<file path="src/rtl/reaction_timer_ctrl.sv">
// Reaction-timer sequencer: random pre-start delay, cheat detection, timeout and display select.
// Optional best-time register enabled by defining REACTION_BEST_EN.
module reaction_timer_ctrl #(
    parameter int          TICK_FINAL      = 99999,
    parameter int          MIN_DELAY_MS    = 2000,
    parameter int          DELAY_RAND_BITS = 13,
    parameter int          TIMEOUT_MS      = 1000,
    parameter logic [15:0] LFSR_SEED       = 16'hACE1
) (
    input  logic       clk,
    input  logic       reset,
    input  logic       start,
    input  logic       stop,
    input  logic       clear,
    output logic       cnt_enable,
    output logic       cnt_stop,
    output logic       cnt_clear,
    output logic [1:0] disp_sel,
    output logic       busy,
`ifdef REACTION_BEST_EN
    output logic [9:0] best_ms,
`endif
    output logic [9:0] last_ms
);
    localparam int TW = (TICK_FINAL > 0) ? $clog2(TICK_FINAL + 1) : 1;

    typedef enum logic [2:0] {
        S_IDLE   = 3'd0,
        S_WAIT   = 3'd1,
        S_TIMING = 3'd2,
        S_DONE   = 3'd3,
        S_EARLY  = 3'd4
    } state_t;

    state_t          r_state, w_state_nxt;
    logic [15:0]     r_lfsr;
    logic [TW-1:0]   r_tick_cnt;
    logic [13:0]     r_ms_cnt;
    logic [13:0]     r_delay;
    logic            r_cnt_enable, r_cnt_stop, r_cnt_clear, r_busy;
    logic [1:0]      r_disp_sel;
    logic [9:0]      r_last_ms;

    logic            w_ms_tick, w_lfsr_fb;
    logic            w_en, w_stp, w_clr, w_cnt_rst, w_latch, w_last_upd, w_best_upd, w_busy_nxt;
    logic [1:0]      w_disp_nxt;
    logic [9:0]      w_last_val;

    assign w_ms_tick = (r_tick_cnt == TW'(TICK_FINAL));
    assign w_lfsr_fb = r_lfsr[15] ^ r_lfsr[13] ^ r_lfsr[12] ^ r_lfsr[10];

    always_comb begin
        w_state_nxt = r_state;
        w_en        = 1'b0;
        w_stp       = 1'b0;
        w_clr       = 1'b0;
        w_cnt_rst   = 1'b0;
        w_latch     = 1'b0;
        w_last_upd  = 1'b0;
        w_best_upd  = 1'b0;
        w_last_val  = r_last_ms;
        case (r_state)
            S_IDLE: if (start) begin
                w_latch     = 1'b1;
                w_cnt_rst   = 1'b1;
                w_state_nxt = S_WAIT;
            end
            S_WAIT: begin
                // an early press beats delay expiry in the same cycle
                if (stop) begin
                    w_stp       = 1'b1;
                    w_state_nxt = S_EARLY;
                end else if (w_ms_tick && (r_ms_cnt + 14'd1 == r_delay)) begin
                    w_en        = 1'b1;
                    w_cnt_rst   = 1'b1;
                    w_state_nxt = S_TIMING;
                end
            end
            S_TIMING: begin
                if (stop) begin
                    w_stp       = 1'b1;
                    w_last_upd  = 1'b1;
                    w_best_upd  = 1'b1;
                    w_last_val  = r_ms_cnt[9:0];
                    w_state_nxt = S_DONE;
                end else if (w_ms_tick && (r_ms_cnt == 14'(TIMEOUT_MS - 1))) begin
                    w_stp       = 1'b1;
                    w_last_upd  = 1'b1;
                    w_last_val  = 10'(TIMEOUT_MS);
                    w_state_nxt = S_DONE;
                end
            end
            S_DONE, S_EARLY: if (clear) begin
                w_clr       = 1'b1;
                w_state_nxt = S_IDLE;
            end
            default: w_state_nxt = S_IDLE;
        endcase

        case (w_state_nxt)
            S_WAIT:           w_disp_nxt = 2'd1;
            S_TIMING, S_DONE: w_disp_nxt = 2'd2;
            S_EARLY:          w_disp_nxt = 2'd3;
            default:          w_disp_nxt = 2'd0;
        endcase
        w_busy_nxt = (w_state_nxt == S_WAIT) || (w_state_nxt == S_TIMING);
    end

    always_ff @(posedge clk or posedge reset) begin
        if (reset) r_state <= S_IDLE;
        else       r_state <= w_state_nxt;
    end

    always_ff @(posedge clk or posedge reset) begin
        if (reset) begin
            r_lfsr       <= LFSR_SEED;
            r_tick_cnt   <= '0;
            r_ms_cnt     <= '0;
            r_delay      <= '0;
            r_cnt_enable <= 1'b0;
            r_cnt_stop   <= 1'b0;
            r_cnt_clear  <= 1'b0;
            r_disp_sel   <= 2'd0;
            r_busy       <= 1'b0;
            r_last_ms    <= '0;
        end else begin
            r_lfsr <= {r_lfsr[14:0], w_lfsr_fb};
            if (w_cnt_rst) begin
                r_tick_cnt <= '0;
                r_ms_cnt   <= '0;
            end else begin
                r_tick_cnt <= w_ms_tick ? '0 : r_tick_cnt + TW'(1);
                if (w_ms_tick && (r_ms_cnt != 14'h3FFF)) r_ms_cnt <= r_ms_cnt + 14'd1;
            end
            if (w_latch) r_delay <= 14'(MIN_DELAY_MS) + 14'(r_lfsr[DELAY_RAND_BITS-1:0]);
            r_cnt_enable <= w_en;
            r_cnt_stop   <= w_stp;
            r_cnt_clear  <= w_clr;
            r_disp_sel   <= w_disp_nxt;
            r_busy       <= w_busy_nxt;
            if (w_last_upd) r_last_ms <= w_last_val;
        end
    end

`ifdef REACTION_BEST_EN
    logic [9:0] r_best_ms;
    // only stop-terminated runs compete; timeouts and early presses never reach here
    always_ff @(posedge clk or posedge reset) begin
        if (reset)                                          r_best_ms <= 10'd1023;
        else if (w_best_upd && (w_last_val < r_best_ms))    r_best_ms <= w_last_val;
    end
    assign best_ms = r_best_ms;
`endif

    assign cnt_enable = r_cnt_enable;
    assign cnt_stop   = r_cnt_stop;
    assign cnt_clear  = r_cnt_clear;
    assign disp_sel   = r_disp_sel;
    assign busy       = r_busy;
    assign last_ms    = r_last_ms;
endmodule

</file>
<file path="config.mk">
export PLATFORM = sky130hd
export DESIGN_NAME = reaction_timer_ctrl
export DESIGN_NICKNAME = d
export VERILOG_FILES = /design/src/rtl/reaction_timer_ctrl.sv
export SDC_FILE = /design/constraint.sdc
export NUM_CORES = 1
export LEC_CHECK = 0
export CAP_MARGIN = 20
export CORE_ASPECT_RATIO = 2
export CORE_MARGIN = 3
export CORE_UTILIZATION = 40
export DETAILED_ROUTE_END_ITERATION = 10
export HOLD_SLACK_MARGIN = 0.12
export PLACE_DENSITY = 0.64
export REMOVE_ABC_BUFFERS = 1
export SLEW_MARGIN = 30
export SYNTH_ARGS = -nofsm -noshare
export SYNTH_HDL_FRONTEND = slang
export SYNTH_SLANG_ARGS = --single-unit
</file>
<file path="constraint.sdc">
create_clock -name clk -period 2.9 [get_ports clk]
set_clock_uncertainty 0.05 [all_clocks]
set_input_delay 0.58 -clock clk [delete_from_list [all_inputs] [get_ports clk]]
set_output_delay 0.58 -clock clk [all_outputs]
set_load 0.05 [all_outputs]
</file>
* Word level (Yosys, flattened, before mapping) *
Cells that the tools add are included.
Widths: inputs -> output; s select.

storage, ports and cells
  register bits after elaboration = 80
  input port bits = 5
  output and inout bits = 16
  word-level logic and storage cells = 66

cells by class
  $add $sub $neg = 3
  eq/ne operators = 12
  multiplexer cells = 27
  bitwise gates (word level) = 3
  reductions and logical operators = 10

operators with widths
  operator                count
  $mux 17                 2
  $mux 14                 2
  $mux 10                 2
  $mux 3                  6
  $add 17x1->17 const B   1
  $eq 17x17->1 const B    1
  $add 11x13->14 const A  1
  $add 14x1->14 const B   1
  $eq 14x10->1 const B    1
  $eq 14x14->1            1
  $ne 14x14->1 const B    1
  $eq 3x2->1 const B      4
  $pmux 3 s4              1
  $mux 1                  11
  $eq 3x1->1 const B      2
  $eq 3x3->1 const B      2
  $pmux 2 s3              1
  $pmux 1 s2              2
  $reduce_bool 2->1       2
  $reduce_or 2->1         2
  $logic_and 1x1->1       3
  $logic_not 3->1         1
  $reduce_and 3->1        1
  $xor 1x1->1             3
  $logic_or 1x1->1        1

* Logic depth before layout (Yosys ltp) *
  depth after elaboration = 9
  mapped depth = 9
  depth with buffers taken out = 7

* Least setup slack after synthesis *
No wires, ideal clock.

  path kind = flip-flop to flip-flop
  start = register r_ms_cnt[0]
  end = register r_ms_cnt[0]
  library setup time = 0.139 ns
  arrival time = 2.120 ns
  data required time = 2.711 ns
  path slack = 0.591 ns
  stages on the path, launching flop included = 10
  path buffers = 2
  period minus slack after synthesis = 2.309 ns
  path through = dfrtp_1 > ha_1 > and4_1 > buf_6 > and3_2 > nor4_2 > o2111ai_1 > nor4_4 > buf_6 > nor3_2

between the ends
  longest elaborated chain between the ends = 7
  elaborated cells between the ends (all ways) = 11
  those cells by class = 1 x add/sub; 2 x eq/ne; 5 x mux; 3 x reduce/logical

ends and longest elaborated chain
  element                                              RTL line  RTL
  start: declaration                                   38        logic [13:0] r_ms_cnt;
  start signal: assignment                             133       if (w_ms_tick && (r_ms_cnt != 14'h3FFF)) r_ms_cnt <= r_ms_cnt + 14'd1;
  $add 14x1->14                                        73, 133
  $eq 14x14->1                                         73        end else if (w_ms_tick && (r_ms_cnt + 14'd1 == r_delay)) begin
  $logic_and 1x1->1                                    73
  $mux 1                                               73
  $mux 1                                               70        if (stop) begin
  $pmux 1 s2                                           62        case (r_state)
  $mux 14 / $reduce_bool 2->1 (equally long branches)  --

Several ways; a longest one is shown, not always the timed one. The select of a mux whose other input is x is not followed.
A chain may end at the register's enable or synchronous reset.

* Worst setup path in the final report *
  start = register r_ms_cnt[0]
  end = register r_ms_cnt[12]

The elaborated chain is that of the path after synthesis.

==> flow_summary.json <==
{
  "status": "complete, no violations",
  "grt_pass1_wl_um": 15200,
  "ys.warnings.count": 0,
  "clock_latency_ps": 340,
  "synth.largest_area_cell": "dfrtp_1",
  "dieArea_um2": 11300,
  "viasPerCell": 5.42,
  "yosysSeqAreaShare": 0.504,
  "ant_nets": 0,
  "synth_top_area_frac": 0.451,
  "cts_resized": 0,
  "io_buffers": 20,
  "cp.required_ps": 3050,
  "cts_setup_buffers": 0,
  "min_from": "r_lfsr[14]",
  "num_io_pins": 21,
  "avgSynthCellArea_um2": 10.5,
  "async_flop_share": 1.00,
  "path_delay_family": "simple AND/OR/NAND/NOR gates",
  "final_util": 0.464,
  "drc": 0,
  "reg2regPathDepth": 8,
  "first_pass_iters": 7,
  "p_leak_nw": 1.97,
  "critPathMaxStageDelay_ps": 460,
  "cts_buffer_depth": 2,
  "netlist_top_cells_count": "72 x dfrtp_1, 43 x nand2_1, 34 x nor2_1",
  "dpl_cell_area_um2": 4260,
  "dpl.hpwl_um": 6510,
  "fillers": 916,
  "cp_num_buf_inv": 1,
  "syn_to_final_growth_pct": 13.4,
  "cts_max_level": 3,
  "clkTransAtPathRegs_ps": 60,
  "multiInputGateArea_um2": 1800,
  "slowest_stage": "dfrtp_1",
  "critPathKind": "reg2reg",
  "num_antenna_cells": 0,
  "fin_crit_ps": 2630,
  "tns_ps": 0,
  "cts.sinks": 80,
  "die_y_um": 147,
  "register_area_um2": 2010,
  "crit_start": "r_ms_cnt[0]",
  "cts_hold_buf": 0,
  "r2r_start": "r_ms_cnt[0]",
  "hold_end": "r_lfsr[15]",
  "fp.dieW_um": 76.7,
  "start_util": 0.409,
  "hold_path.class": "reg2reg",
  "synth_edf_count": 0,
  "via_count": 2902,
  "cap_violations": 0,
  "post_drt_wl_per_cell_um": 17.3,
  "crit_arrival_ps": 2780,
  "numCtsBuffers": 9,
  "setup_viol": 0,
  "finalNetCount": 406,
  "place_ws_ps": 313,
  "drv_slew": 0,
  "synth_most_common_cell": "dfrtp_1",
  "worst_slack_ps": 266,
  "cts_root_buf": "clkbuf_16",
  "final_cell_area_um2": 4530,
  "crit_path_max_fanout": 15,
  "hold_viol_final": 0,
  "rows": 51,
  "synthCells": 381,
  "antenna_found_initial": 0,
  "grt_max_degree": 81,
  "endpoint_kind": "register",
  "powerDensity_nw_per_um2": 770,
  "hold_path_depth": 0,
  "tritoncts": "done",
  "timing.final.crit_share": 0.908,
  "yosys_most_used_dff": "dfrtp_1",
  "grt_pass1_vias": 2982,
  "wirelength_um": 9240,
  "synth_area_um2": 4000,
  "fmax_mhz": 380,
  "gp_congestion": 1.01,
  "synthTopCellsByArea": "dfrtp_1 45%, xnor2_1 5.9%, xor2_1 5.7%, dfstp_2 5.3%, nand2_1 4.0%",
  "first_iter_violations": 174,
  "r2r_slack_ps": 270,
  "path_cells": "ha_1, and4_1, nand4_1, xnor2_1, o2111ai_1, nor4_4, buf_4, nor3_1",
  "r2r_end": "r_ms_cnt[12]",
  "ir_drop_uv": 345,
  "synth_cell_type_count": 57,
  "coreArea_um2": 9760,
  "overflow": 0,
  "maxSlewHeadroom": 0.383,
  "drive_gt1_frac": 0.127,
  "globalRouteTotalUtil": 0.173,
  "worst_pin_slew_ps": 925,
  "ys_ff_latch": 80,
  "grt_setup_unrepaired": "no",
  "start_kind": "register"
}
logic make-up (layout without fill, tap and decap cells):
group | Yosys count | in the layout | share of synthesized area
simple gates | 170 | 170 | 0.239
compound gates | 50 | 50 | 0.0842
xor+xnor | 53 | 53 | 0.116
buf+inv | 24 | 46 | 0.0448
mux | 1 | 1 | 0.00251
flops | 80 | 80 | 0.504
fa+ha+maj | 3 | 3 | 0.00940
per-stage QoR:
| step | hold WS [ps] | total power [W] | instances |
|---|---|---|---|
| finish | 311 | 0.00349 | 535 |
| global route | 315 | 0.00365 | 535 |
| CTS | 313 | 0.00353 | 535 |
| detailed placement | 288 | 0.00247 | 519 |
| global placement | 290 | 0.00245 | 519 |
| floorplan | 283 | 0.00209 | 361 |
state kept, by name, indices dropped and copies added (netlist names), 2 cells and up:
register	flops
last_ms	10
disp_sel	2
r_tick_cnt	17
r_delay	14
r_ms_cnt	14
r_state	3
r_lfsr	16
layout make-up:
| class | count | area share |
|---|---|---|
| inverters | 4 | 0.00359 |
| well taps | 132 | 0.0365 |
| multi-input cells | 277 | 0.398 |
| repair buffers | 26 | 0.0569 |
| flip-flops and latches | 80 | 0.444 |
| clock inverters | 6 | 0.00994 |
| clock buffers | 10 | 0.0506 |
how the worst max path moves through the flow:
stage	to	cells after the start
floorplan	busy	1
global placement	r_ms_cnt[11]	8
detailed placement	r_ms_cnt[12]	8
CTS	r_ms_cnt[12]	8
global route	r_ms_cnt[12]	8
finish	r_ms_cnt[12]	8
routing by layer:
layer | vias up | wire length (µm) | part of all wire | global-route usage
met5 | - | 0 | 0 | 0
met4 | 0 | 510 | 0.055 | 0.103
met3 | 35 | 258 | 0.028 | 0.0319
met2 | 73 | 5000 | 0.54 | 0.319
met1 | 1431 | 3470 | 0.38 | 0.179
li1 | 1363 | - | - | -
cell usage in the layout, fill, tap and decap left out, types with 3 or more instances in the layout:
master,instances
a21oi_1,8
a22o_1,4
and3_1,7
and4_1,3
buf_4,5
clkbuf_16,9
clkdlybuf4s50_1,20
clkinvlp_4,3
dfrtp_1,72
dfstp_2,8
ha_1,3
inv_1,3
nand2_1,43
nand2b_1,3
nand3_1,16
nand4_1,11
nor2_1,34
nor2b_1,6
nor3_1,11
nor3_2,9
nor3b_1,3
nor4_1,3
o2111ai_1,3
o21ai_0,15
o22a_1,6
xnor2_1,27
xor2_1,26
where the power goes:
group          internal, W  switching [W]
sequential         0.00129       0.000129
clock             0.000582       0.000466
combinational     0.000346       0.000680
total              0.00221        0.00127
No activity file was read; power rests on OpenSTA's default activity.
==> edit, RTL diff (same flow settings) <==
Set the parameter `MIN_DELAY_MS` to 1024 (it was 2000).
--- a/src/rtl/reaction_timer_ctrl.sv
+++ b/src/rtl/reaction_timer_ctrl.sv
@@ -2,7 +2,7 @@
 // Optional best-time register enabled by defining REACTION_BEST_EN.
 module reaction_timer_ctrl #(
     parameter int          TICK_FINAL      = 99999,
-    parameter int          MIN_DELAY_MS    = 2000,
+    parameter int          MIN_DELAY_MS    = 1024,
     parameter int          DELAY_RAND_BITS = 13,
     parameter int          TIMEOUT_MS      = 1000,
     parameter logic [15:0] LFSR_SEED       = 16'hACE1
Check against the original RTL: no difference found for any inputs over 10 cycles, from zero or initial values and one cycle with reset high; that may be too few to reach the edited logic, so the function may still have changed.
==> edit against the original RTL <==
- sequential share of layout area fell by 0.40 points
- wire length down 4.2%
- synthesized area decreased by 1.9%
- setup slack worse by 0.065 ns
- clock power rose by 9.5%
- design area rose by 0.91%
- total power down 8.6%
- global-route usage down 0.10 points
- sequential cell count stayed put
- non-clock buffer count grew 4
- critical endpoint is now r_ms_cnt[8]$_DFFE_PP0P_
==> edit: results (changes against the original RTL) <==
Placement
The global placer's final weighted congestion came to 0.9615 (-4.6%). The placed standard-cell area is 4262 sq um (+0.15%). The placed cell count is 518 (-0.19%). The HPWL reported at the end of detailed placement was 6.451 mm (-0.91%). The pre-CTS worst setup slack is 0.1625 ns (-0.1508 ns).

Clocking
The maximum level of the CTS H-tree is 3 (unchanged). The clock network latency to the later pin of the worst-skew pair came to 0.34 ns (about the same).

Timing
The final clock period utilization by the worst path is 93.07% (+2.2 points). The max-slew headroom at the worst pin is 61.06% (+23 points). The final hold slack is 0.3010 ns (-0.01010 ns).

Synthesis
In the synthesized netlist the dominant register cell turns out to be sky130_fd_sc_hd__dfrtp_1. The share of async-settable or async-resettable flops after synthesis is 100.0% (unchanged). Sorting the synthesized cells by area gives the leading types as sky130_fd_sc_hd__dfrtp_1, sky130_fd_sc_hd__xnor2_1, sky130_fd_sc_hd__dfstp_2.

The average cell area after synthesis is 10.31 sq um (-1.7%). The number of distinct library cells after synthesis is 64 (+12%). The sequential area share after synthesis is 51.34% (+0.98 points). The commonest cells after synthesis are sky130_fd_sc_hd__dfrtp_1, sky130_fd_sc_hd__nand2_1, sky130_fd_sc_hd__nor2_1, sky130_fd_sc_hd__xnor2_1, sky130_fd_sc_hd__nor3_1.

Critical path
The largest fanout on the critical path is 13 (-2). The arrival time reported for the critical path endpoint is 2.85 ns (+0.07 ns). The register-to-register path setup slack is 0.20 ns (-0.06 ns).

The biggest cell delay along the critical path is 0.51 ns (+0.05 ns). The source of the critical timing path is r_ms_cnt[0]$_DFFE_PP0P_. The kind of cell with the highest combined delay along the critical path is compound AO/OA/AOI/OAI gates. On the critical path, the stage with the largest delay is an instance of sky130_fd_sc_hd__a2111oi_1.

Global route
The overall fraction of global-route tracks in use is 17.24% (-0.10 points). The first-pass GRT wire length came to 14.99 mm (-1.4%). The initial antenna violation count is 0 (unchanged). The maximum number of pins on one net before global-route repair is 50 (-38%).

The number of global-route vias before repair came to 3061 (+2.6%).

Final layout
The fraction of final layout cells sized beyond drive strength 1 is 12.62% (-0.031 points). The number of standard cells in the final layout excluding fillers is 534 (-0.19%). The number of nets in the final layout is 407 (+0.25%).

Power and ir drop
The switching part of the total is 31.71% (-4.8 points). The largest vdd supply drop is 351.8 uV (+2.1%). The leakage power came to 2.001 nW (+1.6%).

Status
The flow ran to the end, and the final reports show no timing, DRC or antenna violations.

Routing
The number of optimization iterations in the first detailed-route pass is 4 (-3). The average via count per standard cell is 5.399 (-0.47%). The detail-routed net length per standard cell is 16.58 um (-4.0%). The initial DRC count is 267 (+53%).
edit: timing repair:
| action | CTS | global route |
|---|---|---|
| endpoints found under the setup margin | 0 | 13 |
| resized for setup | 0 | 1 |
| buffers inserted | 0 | 0 |
edit: power groups by stage:
stage                     Clock [mW]  Sequential (mW)  Combinational (mW)
after global placement             0             1.34               0.718
after CTS                       1.18             1.32               0.724
after floorplan                    0             1.54               0.267
after detailed placement           0             1.34               0.723
final                           1.15             1.32               0.715
after global routing            1.22             1.34               0.770
edit: kinds of logic after synthesis:
kind of cell               synth area share, %
xor gates and xnor gates                 11.08
buffers and inverters                    3.416
AOI/OAI and AO/OA                        9.930
muxes                                   0.2554
DFF                                      51.34
adders and majority gates               0.9580
and+or+nand+nor                          23.02
edit: final cells by class:
cell class | instances | area [sq um]
fill | 880 | 4876
sequential | 80 | 2012
multi-input combinational | 273 | 1780
timing repair buffer | 30 | 287.8
clock buffer | 11 | 252.7
tap | 130 | 162.7
clock inverter | 5 | 55.05
inverter | 5 | 20.02
edit: metal layers:
metal	global-route usage, %	vias up	share of wire, %
met5	0	-	0
met2	32.16	47	56
li1	-	1374	-
met3	3.717	17	2.5
met4	8.802	0	3.1
met1	17.79	1445	38
edit: worst paths after layout:
check                                          end  depth (start not counted)
setup reg to reg           r_ms_cnt[8]$_DFFE_PP0P_                          8
hold / removal                r_lfsr[15]$_DFF_PP1_                          0
setup / recovery           r_ms_cnt[8]$_DFFE_PP0P_                          8
min in group asynchronous   last_ms[6]$_DFFE_PP0P_                          2
max in group asynchronous      r_lfsr[7]$_DFF_PP1_                          3
hold reg to reg               r_lfsr[15]$_DFF_PP1_                          0
